$ cat src/rtl/pip_fetchbuf_pkg.sv
// Shared types and constants for the fetch-group buffer between the IFU and decode.
package pip_fetchbuf_pkg;

  localparam int unsigned PKG_XLEN = 64;

  localparam int unsigned WORD_BYTES  = 4;
  localparam int unsigned GROUP_WORDS = 4;

  // One IFU fetch group: four instruction words, PC of word 0, per-word valid mask, fault type.
  typedef struct packed {
    logic [127:0]          instr;
    logic [PKG_XLEN-1:0]   grouppc;
    logic [GROUP_WORDS-1:0] mask;
    logic [5:0]            errtype;
  } fetch_group_t;

endpackage

$ cat src/rtl/pip_group_fifo.sv
// Circular FIFO of fetch groups with a head-entry mask rewrite port.
module pip_group_fifo
  import pip_fetchbuf_pkg::*;
#(
  parameter int unsigned DEPTH = 2
) (
  input  logic                       clk,
  input  logic                       rst_n,
  input  logic                       flush,
  input  logic                       push,
  input  fetch_group_t               push_data,
  input  logic                       pop,
  input  logic                       head_wr,
  input  logic [GROUP_WORDS-1:0]     head_mask,
  output fetch_group_t               head,
  output logic [$clog2(DEPTH):0]     count,
  output logic                       full,
  output logic                       empty
);

  localparam int unsigned PW = $clog2(DEPTH);
  localparam int unsigned CW = PW + 1;

  fetch_group_t   mem [DEPTH];
  logic [PW-1:0]  wr_ptr;
  logic [PW-1:0]  rd_ptr;
  logic [CW-1:0]  cnt;

  // Pointer/count bookkeeping; flush empties the queue without touching storage.
  always_ff @(posedge clk or negedge rst_n) begin
    if (!rst_n) begin
      wr_ptr <= '0;
      rd_ptr <= '0;
      cnt    <= '0;
    end else if (flush) begin
      wr_ptr <= '0;
      rd_ptr <= '0;
      cnt    <= '0;
    end else begin
      if (push) wr_ptr <= wr_ptr + PW'(1);
      if (pop)  rd_ptr <= rd_ptr + PW'(1);
      cnt <= cnt + CW'(push) - CW'(pop);
    end
  end

  // Entry storage; a pop wins over a head mask rewrite on the same entry.
  always_ff @(posedge clk or negedge rst_n) begin
    if (!rst_n) begin
      for (int unsigned i = 0; i < DEPTH; i++) mem[i] <= '0;
    end else if (!flush) begin
      if (push) mem[wr_ptr] <= push_data;
      if (head_wr && !pop) mem[rd_ptr].mask <= head_mask;
    end
  end

  assign head  = mem[rd_ptr];
  assign count = cnt;
  assign full  = (cnt == CW'(DEPTH));
  assign empty = (cnt == '0);

endmodule

$ cat src/rtl/pip_fetch_buffer.sv
// Buffers IFU fetch groups and issues one instruction per cycle, with PC, to decode.
module pip_fetch_buffer
  import pip_fetchbuf_pkg::*;
#(
  parameter int unsigned DEPTH = 2,
  parameter int unsigned XLEN  = PKG_XLEN
) (
  input  logic            clk_i,
  input  logic            arst_i,
  input  logic            flush_i,
  input  logic [127:0]    ifu_instr_i,
  input  logic [XLEN-1:0] ifu_grouppc_i,
  input  logic [3:0]      ifu_validword_i,
  input  logic [5:0]      ifu_errtype_i,
  input  logic            ifu_valid_i,
  output logic            ifu_ready_o,
  output logic [31:0]     dec_instr_o,
  output logic [XLEN-1:0] dec_pc_o,
  output logic [5:0]      dec_errtype_o,
  output logic            dec_valid_o,
  input  logic            dec_ready_i
);

  fetch_group_t           push_data;
  fetch_group_t           head;
  logic [$clog2(DEPTH):0] count;
  logic                   full;
  logic                   empty;
  logic                   push;
  logic                   pop;
  logic                   head_wr;
  logic                   fire;
  logic [1:0]             word_idx;
  logic [3:0]             mask_next;
  logic [XLEN-1:0]        word_pc;
  logic                   faulted;

  assign push_data = '{instr:   ifu_instr_i,
                       grouppc: ifu_grouppc_i,
                       mask:    ifu_validword_i,
                       errtype: ifu_errtype_i};

  // Empty groups (no words, no fault) complete the handshake but are never stored.
  assign push = ifu_valid_i & ifu_ready_o & ~flush_i &
                ((ifu_validword_i != '0) | (ifu_errtype_i != '0));

  pip_group_fifo #(.DEPTH(DEPTH)) u_fifo (
    .clk       (clk_i),
    .rst_n     (arst_i),
    .flush     (flush_i),
    .push      (push),
    .push_data (push_data),
    .pop       (pop),
    .head_wr   (head_wr),
    .head_mask (mask_next),
    .head      (head),
    .count     (count),
    .full      (full),
    .empty     (empty)
  );

  assign dec_valid_o = (count != '0);
  assign ifu_ready_o = ~full;
  assign fire        = ~empty & dec_ready_i & ~flush_i;
  assign faulted     = (head.errtype != '0);

  // Lowest set bit of the head mask; an empty mask selects word 0.
  always_comb begin
    word_idx = '0;
    for (int unsigned i = GROUP_WORDS; i > 0; i--) begin
      if (head.mask[i-1]) word_idx = 2'(i - 1);
    end
  end

  assign word_pc   = head.grouppc + XLEN'(word_idx) * XLEN'(WORD_BYTES);
  assign mask_next = head.mask & ~(4'b0001 << word_idx);

  // Decode-side presentation, held at zero while nothing is buffered.
  always_comb begin
    dec_instr_o   = '0;
    dec_pc_o      = '0;
    dec_errtype_o = '0;
    if (dec_valid_o) begin
      dec_pc_o      = word_pc;
      dec_errtype_o = head.errtype;
      if (!faulted) dec_instr_o = head.instr[32*word_idx +: 32];
    end
  end

  // Retire the issued word: faulted groups and last words pop, others rewrite the mask.
  always_comb begin
    pop     = 1'b0;
    head_wr = 1'b0;
    if (fire) begin
      if (faulted || mask_next == '0) pop = 1'b1;
      else                            head_wr = 1'b1;
    end
  end

endmodule
$ cat config.mk
export PLATFORM = sky130hd
export DESIGN_NAME = pip_fetch_buffer
export DESIGN_NICKNAME = d
export VERILOG_FILES = /design/src/rtl/pip_fetchbuf_pkg.sv /design/src/rtl/pip_group_fifo.sv /design/src/rtl/pip_fetch_buffer.sv
export SDC_FILE = /design/constraint.sdc
export NUM_CORES = 1
export LEC_CHECK = 0
export BUFFER_PORTS_ARGS = -buffer_cell sky130_fd_sc_hd__buf_2
export CORE_MARGIN = 2
export CORE_UTILIZATION = 30
export DETAILED_ROUTE_END_ITERATION = 6
export GPL_ROUTABILITY_DRIVEN = 0
export GPL_TIMING_DRIVEN = 0
export HOLD_SLACK_MARGIN = 0.1
export PLACE_DENSITY = 0.47
export SLEW_MARGIN = 20
export SYNTH_ARGS = -nofsm -noshare
export SYNTH_HDL_FRONTEND = slang
export SYNTH_SLANG_ARGS = --single-unit
$ cat constraint.sdc
create_clock -name clk_i -period 3.8 [get_ports clk_i]
set_input_delay 0.38 -clock clk_i [delete_from_list [all_inputs] [get_ports clk_i]]
set_output_delay 0.38 -clock clk_i [all_outputs]
set_load 0.02 [all_outputs]
### After elaboration in Yosys (flattened, before gate mapping)

Cells that the tools add are included.

| operators by class | value |
|---|---|
| add/subtract/negate cells | 5 |
| order comparisons | 4 |
| reductions and logical operators | 13 |
| equal/unequal tests | 1 |
| bitwise operators | 13 |
| shift operators | 2 |
| multiplexer cells | 29 |

Operators by type and width:

| cell | count |
|---|---|
| 404-bit two-way mux | 3 |
| 404-bit bitwise mux | 2 |
| 202-bit two-way mux | 4 |
| 202-bit demux with 1-bit select | 2 |
| 128-bit by 8-bit indexed part select with 32-bit output | 1 |
| 64-bit by 4-bit adder with 64-bit output | 1 |
| 32-bit two-way mux | 2 |
| 64-bit two-way mux | 1 |
| 6-bit nonzero test | 2 |
| 10-bit two-way mux | 1 |
| 2-bit two-way mux | 5 |
| 1-bit two-way mux | 8 |
| 6-bit two-way mux | 1 |
| 2-bit nonzero test | 3 |
| 1-bit bitwise AND | 5 |
| 4-bit bitwise AND | 1 |
| 2-bit greater-or-equal comparator (second input constant) | 2 |
| 4-bit logical NOT | 1 |
| 2-bit by 1-bit < comparator with 1-bit output (second input constant) | 2 |
| 1-bit NOT with 2-bit output | 2 |
| 4-bit NOT | 1 |
| 4-bit nonzero test | 1 |
| 1-bit by 2-bit left shift with 4-bit output (first input constant) | 1 |
| 1-bit logical AND | 3 |
| 9 further kinds | 12 |

| word-level totals | value |
|---|---|
| output and inout port bits | 104 |
| bits in registers | 408 |
| bits of input ports | 207 |

### Depth between registers and ports, before layout

| logic depth | value |
|---|---|
| word-level depth | 18 |
| mapped depth | 17 |
| gate-level depth less buffers | 11 |

### Hierarchy

Synthesis repeated with hierarchy kept, for this count alone.

| unflattened totals | value |
|---|---|
| cells, all modules | 1563 |
| area total of the unflattened synthesis | 20478.4 µm² |

By module, submodules not included:

| module | area each (µm²) | cells an instance | instances | sequential area each (µm²) |
|---|---|---|---|---|
| pip_group_fifo | 17710.7 | 1121 | 1 | 10209.8 |
| pip_fetch_buffer | 2767.7 | 442 | 1 | 0.0 |

### Worst setup path before layout

No wires, ideal clock.

| timing | value |
|---|---|
| kind | register -> output |
| start | reg u_fifo.rd_ptr |
| end | out dec_pc_o[56] |
| arrival time | 3.988 ns |
| path slack | -0.568 ns |
| stages on the path, launching flop included | 18 |
| buffers on the path | 9 |
| required time | 3.420 ns |
| cell sequence | dfrtp_1 > buf_6 > buf_2 > buf_4 > buf_4 > buf_2 > buf_2 > buf_2 > mux2_2 > ha_1 > fa_1 > a21boi_1 > and4_1 > clkbuf_1 > and4_1 > buf_2 > and4_1 > nor3_1 |

| between the ends | value |
|---|---|
| cells in the longest elaborated chain, start to end | 10 |

RTL lines:

| item | RTL line | source |
|---|---|---|
| start, declared | pip_group_fifo.sv:26 | `logic [PW-1:0] rd_ptr;` |
| start signal, assigned | pip_group_fifo.sv:41 | `if (pop) rd_ptr <= rd_ptr + PW'(1);` |
| 1-bit NOT with 2-bit output (not written as such) (*) | pip_group_fifo.sv:56 | `assign head = mem[rd_ptr];` |
| 202-bit two-way mux (not written as such) (*) (3 in a row) | pip_group_fifo.sv:56 |  |
| 2-bit two-way mux (4 in a row) | pip_fetch_buffer.sv:71 | `if (head.mask[i-1]) word_idx = 2'(i - 1);` |
| 64-bit by 4-bit adder with 64-bit output (*) | pip_fetch_buffer.sv:75 | `assign word_pc = head.grouppc + XLEN'(word_idx) * XLEN'(WORD_BYTES);` |
| 64-bit two-way mux (*) | pip_fetch_buffer.sv:83 | `if (dec_valid_o) begin` |
| end, declared | pip_fetch_buffer.sv:18 | `output logic [XLEN-1:0] dec_pc_o,` |

Mark *: on every way between the ends. The rest lies on a longest branch, timed or not. The select of a mux whose other input is x is not followed.

### Worst setup path after layout

| timing | value |
|---|---|
| start | reg u_fifo.rd_ptr |
| end | out dec_pc_o[57] |

The elaborated chain is that of the path after synthesis.

==> impl_results.md <==
- Die width: 265.3 µm
- Syn-to-layout area delta: 42.41%
- Worst path slowest cell: dfrtp_1
- Clock Tree Root: clkbuf_16
- Ys async rst share: 100.0%
- Grt ovf: 0
- Post-Syn Area: between 20000 and 25000 µm²
- RSZ-0062 raised after global routing: yes
- Worst EP arrival: 3930 ps
- Final Max Tran Viols: 0
- Min-delay src: ifu_validword_i[2]
- Syn_area_per_cell: 12.06 µm²
- Syn nets: 1911
- Outcome: complete, but fails checks
- Main combinational cell family by area after synthesis: multiplexers
- Top cell by count, worst path: buf_12
- Synth Instances: 1699
- Total Routing Usage GR: a little over a fifth
- Max_cap viols: 0
- # IOs: about 310
- Largest net degree at the start of global routing: ~100
- Synth Area in XOR/XNOR: under 10%
- H-tree levels: 2
- Die Area: roughly 70000 µm²
- Worst EP required: 3420 ps
- Post-synth EDFFs: 0
- First-pass GRT wire length: 111.0 mm
- Clock latency on the worst-skew pair: around 600 ps
- Post-Synth Adder-Cell Area: 0.3420%
- Initial drt markers: 973
- TritonCTS buffer count: 50
- Clock slew at reported path FFs: about 60 ps
- Synth area leader: dfrtp_1
- Finished Layout Cells: 3244
- Final WS setup: -509.1 ps
- Initial antenna violation count: 7
- Clk sinks: 408
- Nets@finish: 2536
- Rows: 95
- Post-synthesis mux area share: ~29%
- Routed length per instance: 23.10 µm
- Top cells by count, synth: mux2_2 (412), dfrtp_1 (408), mux2i_1 (126)
- Cell total after placement: 2886
- Nature of the critical path startpoint: flop
- Most frequent cell after synthesis: mux2_2
- Seq cells post-synth: 408
- Starting Density: 30.39%
- Total Neg Setup Slack: -22040 ps
- Final Setup Violations: 66
- Worst reg2reg path startpoint: u_fifo.count[1]$_DFF_PN0_
- Vert. Die Dim: around 270 µm
- Antenna viol nets, final: 0
- Cell family with most CP delay: buffers and inverters
- Worst Setup SP: u_fifo.rd_ptr$_DFFE_PN0P_
- Pleak: 12.52 nW
- Port Buffers: 310
- Clock tree buffer depth: 3
- Worst Path Buf+Inv: 9
- Distinct cells, synth: 65
- CTS tree: done
- Maximum VDD drop: 0.0004303 V
- Slew HR: approximately 16%
- Failing checks: setup timing
- Max incr delay on CP: 370 ps
- Via-per-instance ratio: ~5
- Final wirelength: 74.95 mm
- Compound-Gate Fraction of Synth Area: 6.884%
- YS warnings: 0
- Clock skew: 18.64 ps
- Core area: 67400 µm²
- Hold Fails Final Rpt: 0
- Post-route minimum period: 4309 ps
- Vias: 16530
- Share of cells above drive strength 1: 45.35%
- Ys flop type: dfrtp_1
- Worst min-delay path class: input port to flop
- Filler cells: 6406
- Period Utilization, post-route: 113.4%
- Sequential share of the synthesized area: 49.84%
- Simple-gate share of the synthesized area: just under 10%
- DP HPWL: 52.59 mm
- Crit-path cells: buf_6 > buf_12 > buf_12 > buf_12 > buf_12 > buf_16 > buf_16 > mux2_4 > ha_4 > a21oi_4 > nor3_4 > nand4b_4 > buf_12 > nor4_4 > nand4_1 > a21oi_2 > buf_6
- Pwr per Cell Area: slightly above 700 nW/µm²
- WS Path Type: flop to output pin
- Post-route DRC: 0
- Vias in the first global route: 17450
- TritonRoute pass-1 iters: 5
- Synth top area share: 49.84%
- Synth top area cells: dfrtp_1 (50%), mux2_2 (23%), mux2i_1 (6.2%)
- Worst Setup End Kind: output pin
- CP Max Fanout: 6
- Least-Margin Pin Slew: 1266 ps
- Fmax: 232.1 MHz
stage by stage:
stage | hold slack [ps] | setup WS [ps] | utilization, % | area (µm²) | total power (W)
finish | 202.5 | -509.1 | 43.29 | 29170 | 0.02090
CTS | 167.6 | -597.8 | 42.56 | 28690 | 0.02081
detailed placement | 374.9 | -1727 | 34.66 | 23360 | 0.01452
floorplan | 84.41 | 6.377 | - | 20590 | 0.01196
global route | 204.4 | -641.0 | 43.27 | 29170 | 0.02208
global placement | 482.2 | -6010 | 34.48 | 23240 | 0.01431
per-layer routing:
layer,wire (µm),vias to the layer above,GRT usage [%]
li1,-,7485,-
met1,32660,8448,27.24
met2,36640,449,35.72
met3,3624,136,3.527
met4,1975,8,6.077
met5,55,-,0
timing repair:
item / 4_1_cts / 5_1_grt
pin swaps: 55 / 38
resized for setup: 268 / 112
setup endpoints to repair: 102 / 88
hold buffers: 200 / 0
endpoints found under the hold margin: 458 / 0
buffers inserted: 50 / 12
cloned: 1 / 1
placed cells by master, fill, tap and decap left out, types with 12 or more instances in the layout:
cell	count
a21oi_1	27
a21oi_2	26
a221o_1	33
a221oi_1	16
buf_2	253
buf_4	88
buf_6	45
clkbuf_1	62
clkbuf_16	52
clkbuf_8	17
dfrtp_1	408
dlygate4sd3_1	200
mux2_2	410
mux2i_1	126
nand2_1	66
nand2b_1	19
nand3_1	45
nand3b_1	13
nor2_1	109
nor2b_1	12
nor3_4	19
o211ai_1	16
o21ai_0	23
xor2_1	18
final timing paths:
kind / endpoint / slack, ps / depth (start not counted)
max reg2reg: flop / 650 / 7
min: u_fifo.mem[8]$_DFFE_PN0N_ / 200 / 3
max in group asynchronous: async pin / 2130 / 4
min reg2reg: flop / 490 / 1
min in group asynchronous: async pin / 320 / 2
max: dec_pc_o[57] / -510 / 17
layout make-up:
class / count / area (µm²) / share of cell area [%]
Tap cell: 873 / 1092 / 3.744
Sequential cell: 408 / 10210 / 35.00
Clock buffer: 69 / 1463 / 5.014
Clock inverter: 25 / 337.8 / 1.158
Timing Repair Buffer: 577 / 4492 / 15.40
Multi-Input combinational cell: 1173 / 10800 / 37.00
Inverter: 7 / 38.79 / 0.1330
Antenna cell: 5 / 12.51 / 0.04289
Buffer: 107 / 732.0 / 2.509
power by group:
part	internal, W	total [W]	leakage [nW]	switching, W
sequential	0.00623	0.00746	4.83	0.00124
clock	0.00312	0.00519	0.891	0.00207
combinational	0.00385	0.00825	6.80	0.00440
logic make-up after synthesis:
logic type	Yosys count
muxes	538
AOI/OAI and AO/OA	197
and+or+nand+nor	391
DFF	408
xor gates and xnor gates	42
buffers and inverters	118
adders and majority gates	5
worst min-delay path, cell delays in order:
cell	delay, ps
buf_2	150
mux2i_1	140
mux2i_1	90
(Power assumes the default switching activity.)
